==> config.mk <==
export PLATFORM = sky130hd
export DESIGN_NAME = lock_relock_seq
export DESIGN_NICKNAME = d
export VERILOG_FILES = /design/src/rtl/lock_relock_defs_pkg.sv /design/src/rtl/lock_relock_seq_window_det.sv /design/src/rtl/lock_relock_seq.sv
export SDC_FILE = /design/constraint.sdc
export NUM_CORES = 1
export LEC_CHECK = 0
export CAP_MARGIN = 20
export CORE_MARGIN = 2
export CORE_UTILIZATION = 54
export CTS_CLUSTER_SIZE = 16
export DETAILED_ROUTE_END_ITERATION = 8
export GPL_TIMING_DRIVEN = 0
export PLACE_DENSITY = 0.85
export RECOVER_POWER = 50
export SYNTH_ARGS = -nofsm -noshare
export SYNTH_HDL_FRONTEND = slang
export SYNTH_SLANG_ARGS = --single-unit
==> constraint.sdc <==
create_clock -name clk -period 6.8 [get_ports clk]
set_input_delay 1.36 -clock clk [delete_from_list [all_inputs] [get_ports clk]]
set_output_delay 1.36 -clock clk [all_outputs]
set_load 0.005 [all_outputs]
==> src/rtl/lock_relock_defs_pkg.sv <==
// lock_relock_defs: state encodings, lock_ctrl bit positions and timing constants
// shared by the relock sequencer and its window detector.
package lock_relock_defs;
   typedef enum logic [2:0] {
      S_IDLE      = 3'd0,
      S_ARM       = 3'd1,
      S_WAIT_TRIG = 3'd2,
      S_SETTLE    = 3'd3,
      S_MONITOR   = 3'd4,
      S_UNLOCK    = 3'd5,
      S_FAIL      = 3'd6
   } seq_state_e;
   localparam int NOW         = 0;
   localparam int LAUNCH      = 1;
   localparam int CUR_LSB     = 2;
   localparam int CUR_MSB     = 5;
   localparam int END_LSB     = 6;
   localparam int END_MSB     = 9;
   localparam int TRIG_TIME   = 10;
   localparam int TRIG_VAL    = 11;
   localparam int UNLOCK_HOLD = 2;
endpackage

==> src/rtl/lock_relock_seq_window_det.sv <==
// lock_window_det: signed window compare with a saturating out-of-window persistence
// counter; pulses lost_o on the cycle the count reaches max(lost_time_i,1).
module lock_window_det #(
   parameter int DW = 14,
   parameter int TW = 32
) (
   input  logic                 clk,
   input  logic                 rst,
   input  logic                 clear_i,
   input  logic signed [DW-1:0] signal_i,
   input  logic signed [DW-1:0] win_lo_i,
   input  logic signed [DW-1:0] win_hi_i,
   input  logic [TW-1:0]        lost_time_i,
   output logic                 lost_o
);
   logic [TW-1:0] cnt_q, cnt_d, thr;
   logic [TW:0]   nxt;
   logic          outside;
   always_comb begin
      outside = (signal_i < win_lo_i) || (signal_i > win_hi_i);
      thr     = (lost_time_i == '0) ? TW'(1) : lost_time_i;
      nxt     = {1'b0, cnt_q} + (TW+1)'(1);
      lost_o  = !clear_i && outside && (nxt >= {1'b0, thr});
      cnt_d   = (clear_i || !outside) ? '0 : ((&cnt_q) ? cnt_q : nxt[TW-1:0]);
   end
   always_ff @(posedge clk) begin
      if (rst) cnt_q <= '0;
      else     cnt_q <= cnt_d;
   end
endmodule

==> src/rtl/lock_relock_seq.sv <==
// lock_relock_seq: supervisory arm/lock/monitor/relock sequencer driving lock_ctrl.
// Define LOCK_RELOCK_LOCKTIME_EN to build the locked_time MONITOR-cycle counter.
module lock_relock_seq
   import lock_relock_defs::*;
#(
   parameter int DW = 14,
   parameter int TW = 32,
   parameter int RW = 8
) (
   input  logic                 clk,
   input  logic                 rst,
   input  logic                 enable,
   input  logic [11:0]          lock_state_in,
   input  logic                 lock_ctrl_trig,
   input  logic signed [DW-1:0] signal,
   input  logic signed [DW-1:0] win_lo,
   input  logic signed [DW-1:0] win_hi,
   input  logic [TW-1:0]        lost_time,
   input  logic [TW-1:0]        settle_time,
   input  logic [TW-1:0]        arm_timeout,
   input  logic [RW-1:0]        max_retries,
   output logic [11:0]          lock_state_out,
   output logic [2:0]           seq_state,
   output logic                 locked,
   output logic                 fail,
   output logic [RW-1:0]        relock_cnt,
   output logic [TW-1:0]        locked_time
);
   seq_state_e    state_q, state_d;
   logic [TW-1:0] timer_q, timer_d;
   logic [RW-1:0] relock_q, relock_d, relock_inc;
   logic          locked_q, fail_q, lost, retry, to_fail, committed;
   lock_window_det #(.DW(DW), .TW(TW)) u_det (
      .clk(clk), .rst(rst), .clear_i(state_q != S_MONITOR), .signal_i(signal),
      .win_lo_i(win_lo), .win_hi_i(win_hi), .lost_time_i(lost_time), .lost_o(lost)
   );
   // One timer serves the arm timeout, settle delay and unlock hold.
   always_comb begin
      state_d    = state_q;
      timer_d    = (&timer_q) ? timer_q : timer_q + TW'(1);
      retry      = 1'b0;
      relock_inc = (&relock_q) ? relock_q : relock_q + RW'(1);
      to_fail    = (max_retries != '0) && (relock_inc > max_retries);
      case (state_q)
         S_IDLE:      if (enable) state_d = S_ARM;
         S_ARM:       begin state_d = S_WAIT_TRIG; timer_d = '0; end
         S_WAIT_TRIG: if (lock_ctrl_trig) begin
                         state_d = S_SETTLE;
                         timer_d = '0;
                      end else if (arm_timeout != '0 && timer_q + TW'(1) == arm_timeout) retry = 1'b1;
         S_SETTLE:    if (timer_q == settle_time) state_d = S_MONITOR;
         S_MONITOR:   if (lost) retry = 1'b1;
         S_UNLOCK:    if (timer_q == TW'(UNLOCK_HOLD - 1)) state_d = S_ARM;
         default:     state_d = state_q;
      endcase
      if (retry) begin
         state_d = to_fail ? S_FAIL : S_UNLOCK;
         timer_d = '0;
      end
      if (!enable) state_d = S_IDLE;
      relock_d = (state_d == S_IDLE) ? '0 : (retry ? relock_inc : relock_q);
   end
   always_ff @(posedge clk) begin
      if (rst) begin
         state_q  <= S_IDLE;
         timer_q  <= '0;
         relock_q <= '0;
         locked_q <= 1'b0;
         fail_q   <= 1'b0;
      end else begin
         state_q  <= state_d;
         timer_q  <= timer_d;
         relock_q <= relock_d;
         locked_q <= state_d == S_MONITOR;
         fail_q   <= state_d == S_FAIL;
      end
   end
   // Live config word muxed on registered state so software edits apply at once.
   always_comb begin
      committed      = (state_q == S_SETTLE) || (state_q == S_MONITOR);
      lock_state_out = lock_state_in;
      if (state_q != S_IDLE) begin
         lock_state_out[TRIG_VAL:TRIG_TIME] = lock_state_in[TRIG_VAL:TRIG_TIME];
         lock_state_out[END_MSB:END_LSB]    = lock_state_in[END_MSB:END_LSB];
         lock_state_out[CUR_MSB:CUR_LSB]    = committed ? lock_state_in[END_MSB:END_LSB]
                                                        : lock_state_in[CUR_MSB:CUR_LSB];
         lock_state_out[LAUNCH]             = (state_q == S_ARM) || (state_q == S_WAIT_TRIG);
         lock_state_out[NOW]                = 1'b0;
      end
   end
   assign seq_state  = state_q;
   assign locked     = locked_q;
   assign fail       = fail_q;
   assign relock_cnt = relock_q;
`ifdef LOCK_RELOCK_LOCKTIME_EN
   logic [TW-1:0] lt_q, lt_d;
   always_comb
      lt_d = (state_d == S_IDLE || state_d == S_SETTLE) ? '0
           : ((state_q == S_MONITOR && !(&lt_q)) ? lt_q + TW'(1) : lt_q);
   always_ff @(posedge clk) begin
      if (rst) lt_q <= '0;
      else     lt_q <= lt_d;
   end
   assign locked_time = lt_q;
`else
   assign locked_time = '0;
`endif
endmodule
==> qor_table.md <==
| Stage | Item | Reported |
|---|---|---|
| routing | Routed Wire Length | 22700 um |
| cts | Total CTS buffers | 9 |
| power and ir drop | Pleak | 4.50 nW |
| floorplanning | Count of standard-cell rows | 43 |
| routing | Wirelength per Cell | 16.0 um |
| cts | Clock Tree Root | sky130_fd_sc_hd__clkbuf_16 |
| floorplanning | Number of placed I/O pins | 219 |
| status | Run status | finished clean |
| place | Final HPWL from detailed placement | 18300 um |
| setup path | Kind of start point of the critical path | register |
| final layout | Count of filler cells inserted in the layout | 1099 |
| place | I/O Buffers | 184 |
| floorplanning | Horizontal extent of the die | 124 um |
| routing | Antenna Violating Nets Remaining | 0 |
| floorplanning | Area of the core region | 0.0140 mm^2 |
| place | Worst slack after detailed placement | 1.48 ns |
| setup path | Required time worst endpoint | 7.01 ns |
| final layout | P&R area growth vs syn | 31.8% |
| setup path | Crit Path Max Fanout | 10 |
| sta | RSZ-0062 raised after global routing | no |
| cts | Number of hold-repair buffers added at the cts stage | 0 |
| logic synthesis | Syn_area_per_cell | 7.74 um^2 |
| setup path | Worst Reg-to-Reg Cells | 20 |
| run | Maxcap violations | 0 |
| sta | Worst rel slew slack | 31.8% |
| routing | Starting DRC count in detailed routing | 568 |
| sta | Least-Margin Pin Slew | 1.01 ns |
| cts | Clock latency reported for the late side of the worst-skew pair | 0.35 ns |
| floorplanning | Die Y-Extent | 124 um |
| routing | DRC | 0 |
| sta | Maximum clock skew at final layout | 0.0124 ns |
| logic synthesis | Sequential cell area fraction in the yosys report | 19.7% |
| routing | Number of vias in the routed layout | 8128 |
| final layout | Area taken by multi-input logic gates | 0.00542 mm^2 |
| power and ir drop | Power density cells | 118 mW/mm^2 |
| setup path | Arrival time of the worst setup path | 5.30 ns |
| sta | Hold Vio Cnt, Final | 0 |
| sta | F_max | 0.196 GHz |
| final layout | Number of antenna cells inserted | 0 |
| setup path | Crit Path Class | reg -> reg |
| routing | Vias per cell | 5.72 |
| logic synthesis | Yosys cell types | 67 |
| cts | Clk pin slew, worst setup/hold paths | 0.06 ns |
| power and ir drop | IR Drop Worst-Case VDD | 148 uV |
| sta | Final Setup Violations | 0 |
| logic synthesis | Post-Synthesis Cells | 1009 |
| floorplanning | Die Footprint | 0.0154 mm^2 |
| sta | Setup ws final | 1.71 ns |
| cts | Clock net sink count | 77 |
| final layout | Nets | 1468 |
| sta | Sum Neg Setup Slack | 0 ns |
| cts | Post-CTS Setup Bufs | 0 |
| logic synthesis | Post-synth ARST share | 0% |
| setup path | Setup crit end kind | register |
| grt | Overall fraction of global-route tracks in use | 28.6% |
| grt | Initial antenna violation count | 0 |
| routing | TritonRoute pass-1 iters | 5 |
| grt | Wire length of the first global-routing pass | 36900 um |
| sta | Final critical-path share of the clock period | 74.9% |
| cts | CTS tree | yes |
| grt | Global-route congestion overflow total | 0 |
| grt | Pin count of the biggest net entering global routing | 15 |
| logic synthesis | Total number of yosys warnings | 0 |
| cts | Maximum count of clock buffers along a single path | 2 |
| logic synthesis | Number of enable-type register cells in the synthesized netlist | 0 |
| place | Routability cong. | 1.03 |
| final layout | Total area of sequential cells | 0.00154 mm^2 |
| logic synthesis | Top FF cell, synth | sky130_fd_sc_hd__dfxtp_1 |
| cts | CTS HTree Levels | 3 |
| grt | Number of global-route vias before repair | 7728 |
| sta | Max-slew violations | 0 |
| min path | Worst Hold Depth | 2 |
| logic synthesis | Synthesized flop and latch total | 77 |
| min path | Kind of path behind the tightest hold check | reg -> reg |
| final layout | Layout cells sized above 1 | 9.92% |
| sta | Fin crit period | 5.09 ns |
| logic synthesis | Total standard cell area after synthesis | 0.00781 mm^2 |
| floorplanning | Initial Util | 55.8% |
| cts | # resized after CTS | 0 |
cells by family after synthesis:
group                      count (synthesis)  synth area share, %
adders and majority gates                 71                 11.4
DFF                                       77                 19.7
AOI/OAI and AO/OA                        194                 17.0
xor gates and xnor gates                 121                 13.6
other                                      1               0.0480
buffers and inverters                    198                 12.3
and+or+nand+nor                          335                 24.4
muxes                                     12                 1.57
final timing paths:
| path | from | slack (ns) | to |
|---|---|---|---|
| min reg2reg | relock_cnt[6]$_SDFFE_PP0P_ | 0.55 | relock_cnt[6]$_SDFFE_PP0P_ |
| max reg2reg | u_det.cnt_q[2]$_SDFFE_PP0N_ | 1.71 | timer_q[4]$_SDFF_PP0_ |
| min | relock_cnt[6]$_SDFFE_PP0P_ | 0.55 | relock_cnt[6]$_SDFFE_PP0P_ |
| max | u_det.cnt_q[2]$_SDFFE_PP0N_ | 1.71 | timer_q[4]$_SDFF_PP0_ |
Yosys cell counts (4+ instances only):
cell type	count	area share [%]
sky130_fd_sc_hd__a2111oi_0	6	0.67
sky130_fd_sc_hd__a211oi_1	5	0.48
sky130_fd_sc_hd__a21o_1	15	1.4
sky130_fd_sc_hd__a21oi_1	60	3.8
sky130_fd_sc_hd__a21oi_2	28	3.1
sky130_fd_sc_hd__a22o_1	8	0.90
sky130_fd_sc_hd__a22oi_1	4	0.38
sky130_fd_sc_hd__a31oi_1	6	0.48
sky130_fd_sc_hd__and2_1	15	1.2
sky130_fd_sc_hd__and3_1	20	1.6
sky130_fd_sc_hd__and4_1	11	1.2
sky130_fd_sc_hd__buf_2	14	0.90
sky130_fd_sc_hd__buf_4	42	4.0
sky130_fd_sc_hd__buf_6	6	0.87
sky130_fd_sc_hd__clkbuf_1	23	1.1
sky130_fd_sc_hd__dfxtp_1	77	20
sky130_fd_sc_hd__ha_1	71	11
sky130_fd_sc_hd__inv_1	112	5.4
sky130_fd_sc_hd__mux2i_1	10	1.3
sky130_fd_sc_hd__nand2_1	54	2.6
sky130_fd_sc_hd__nand2b_1	15	1.2
sky130_fd_sc_hd__nand3_1	42	2.7
sky130_fd_sc_hd__nand3b_1	5	0.48
sky130_fd_sc_hd__nand4_1	39	3.1
sky130_fd_sc_hd__nor2_1	38	1.8
sky130_fd_sc_hd__nor2b_1	7	0.56
sky130_fd_sc_hd__nor3_1	18	1.2
sky130_fd_sc_hd__nor3b_1	4	0.38
sky130_fd_sc_hd__nor4_1	41	3.3
sky130_fd_sc_hd__o2111ai_1	4	0.45
sky130_fd_sc_hd__o21a_1	5	0.48
sky130_fd_sc_hd__o21ai_0	23	1.5
sky130_fd_sc_hd__o22ai_1	5	0.40
sky130_fd_sc_hd__xnor2_1	93	10
sky130_fd_sc_hd__xor2_1	28	3.1
registers in the layout, indices dropped and copies added, names as in the netlist:
signal       count
timer_q         32
u_det.cnt_q     32
relock_cnt       8
seq_state        3
fail             1
locked           1
critical path, cell delays in order (launching register included):
cell	delay, ns
sky130_fd_sc_hd__dfxtp_1	0.37
sky130_fd_sc_hd__and3_1	0.18
sky130_fd_sc_hd__and3_1	0.20
sky130_fd_sc_hd__and2_1	0.25
sky130_fd_sc_hd__nand3_1	0.19
sky130_fd_sc_hd__nor3_1	0.55
sky130_fd_sc_hd__and4_1	0.35
sky130_fd_sc_hd__nand4_1	0.13
sky130_fd_sc_hd__xor2_1	0.22
sky130_fd_sc_hd__inv_1	0.07
sky130_fd_sc_hd__ha_1	0.29
sky130_fd_sc_hd__nand3_1	0.11
sky130_fd_sc_hd__nor2_1	0.20
sky130_fd_sc_hd__nand3_1	0.13
sky130_fd_sc_hd__o41ai_1	0.70
sky130_fd_sc_hd__and2_1	0.21
sky130_fd_sc_hd__clkbuf_1	0.26
sky130_fd_sc_hd__or4_4	0.20
sky130_fd_sc_hd__buf_6	0.11
sky130_fd_sc_hd__buf_6	0.18
sky130_fd_sc_hd__a21oi_2	0.05
layer usage:
metal	up-vias	global-route usage [%]	part of all wire, %
li1	3972	-	-
met2	395	48.4	48
met5	-	0	0
met4	0	9.98	2.7
met3	67	6.33	8.1
met1	3694	35.7	41
final cells by class:
class	count	share of cell area, %
inverters	112	4.09
clock buffers	10	2.22
repair buffers	184	17.9
well taps	180	2.19
multi-input cells	765	52.7
clock inverters	6	0.693
plain buffers	86	5.28
flip-flops and latches	77	15.0
power breakdown:
part | internal, mW | total (mW) | leakage (nW) | switching [mW]
Clock | 0.287 | 0.491 | 0.139 | 0.204
Combinational | 0.158 | 0.263 | 3.74 | 0.106
Sequential | 0.453 | 0.456 | 0.621 | 0.00283
Total | 0.898 | 1.21 | 4.50 | 0.312
layout by cell type, fill, tap and decap left out, drive strengths merged, types with 8 or more instances in the layout:
master	count
a21o	15
a21oi	88
a22o	8
and2	15
and3	20
and4	11
buf	63
clkbuf	33
clkdlybuf4s50	157
conb	32
dfxtp	77
dlygate4sd3	27
ha	71
inv	113
mux2i	10
nand2	54
nand2b	15
nand3	42
nand4	41
nor2	40
nor3	18
nor4	43
o21ai	23
xnor2	93
xor2	28
metrics by stage:
step                cells  hold slack [ns]  power [mW]  util, %  area [um^2]
global route         1420            0.573        1.26     73.6        10300
CTS                  1420            0.540        1.21     73.6        10300
finish               1420            0.549        1.21     73.6        10300
global placement     1404            0.508       0.723     71.4         9990
floorplan            1040            0.497       0.586        -         7920
detailed placement   1404            0.530       0.728     71.4         9990
Power figures use the tool's default switching activity.
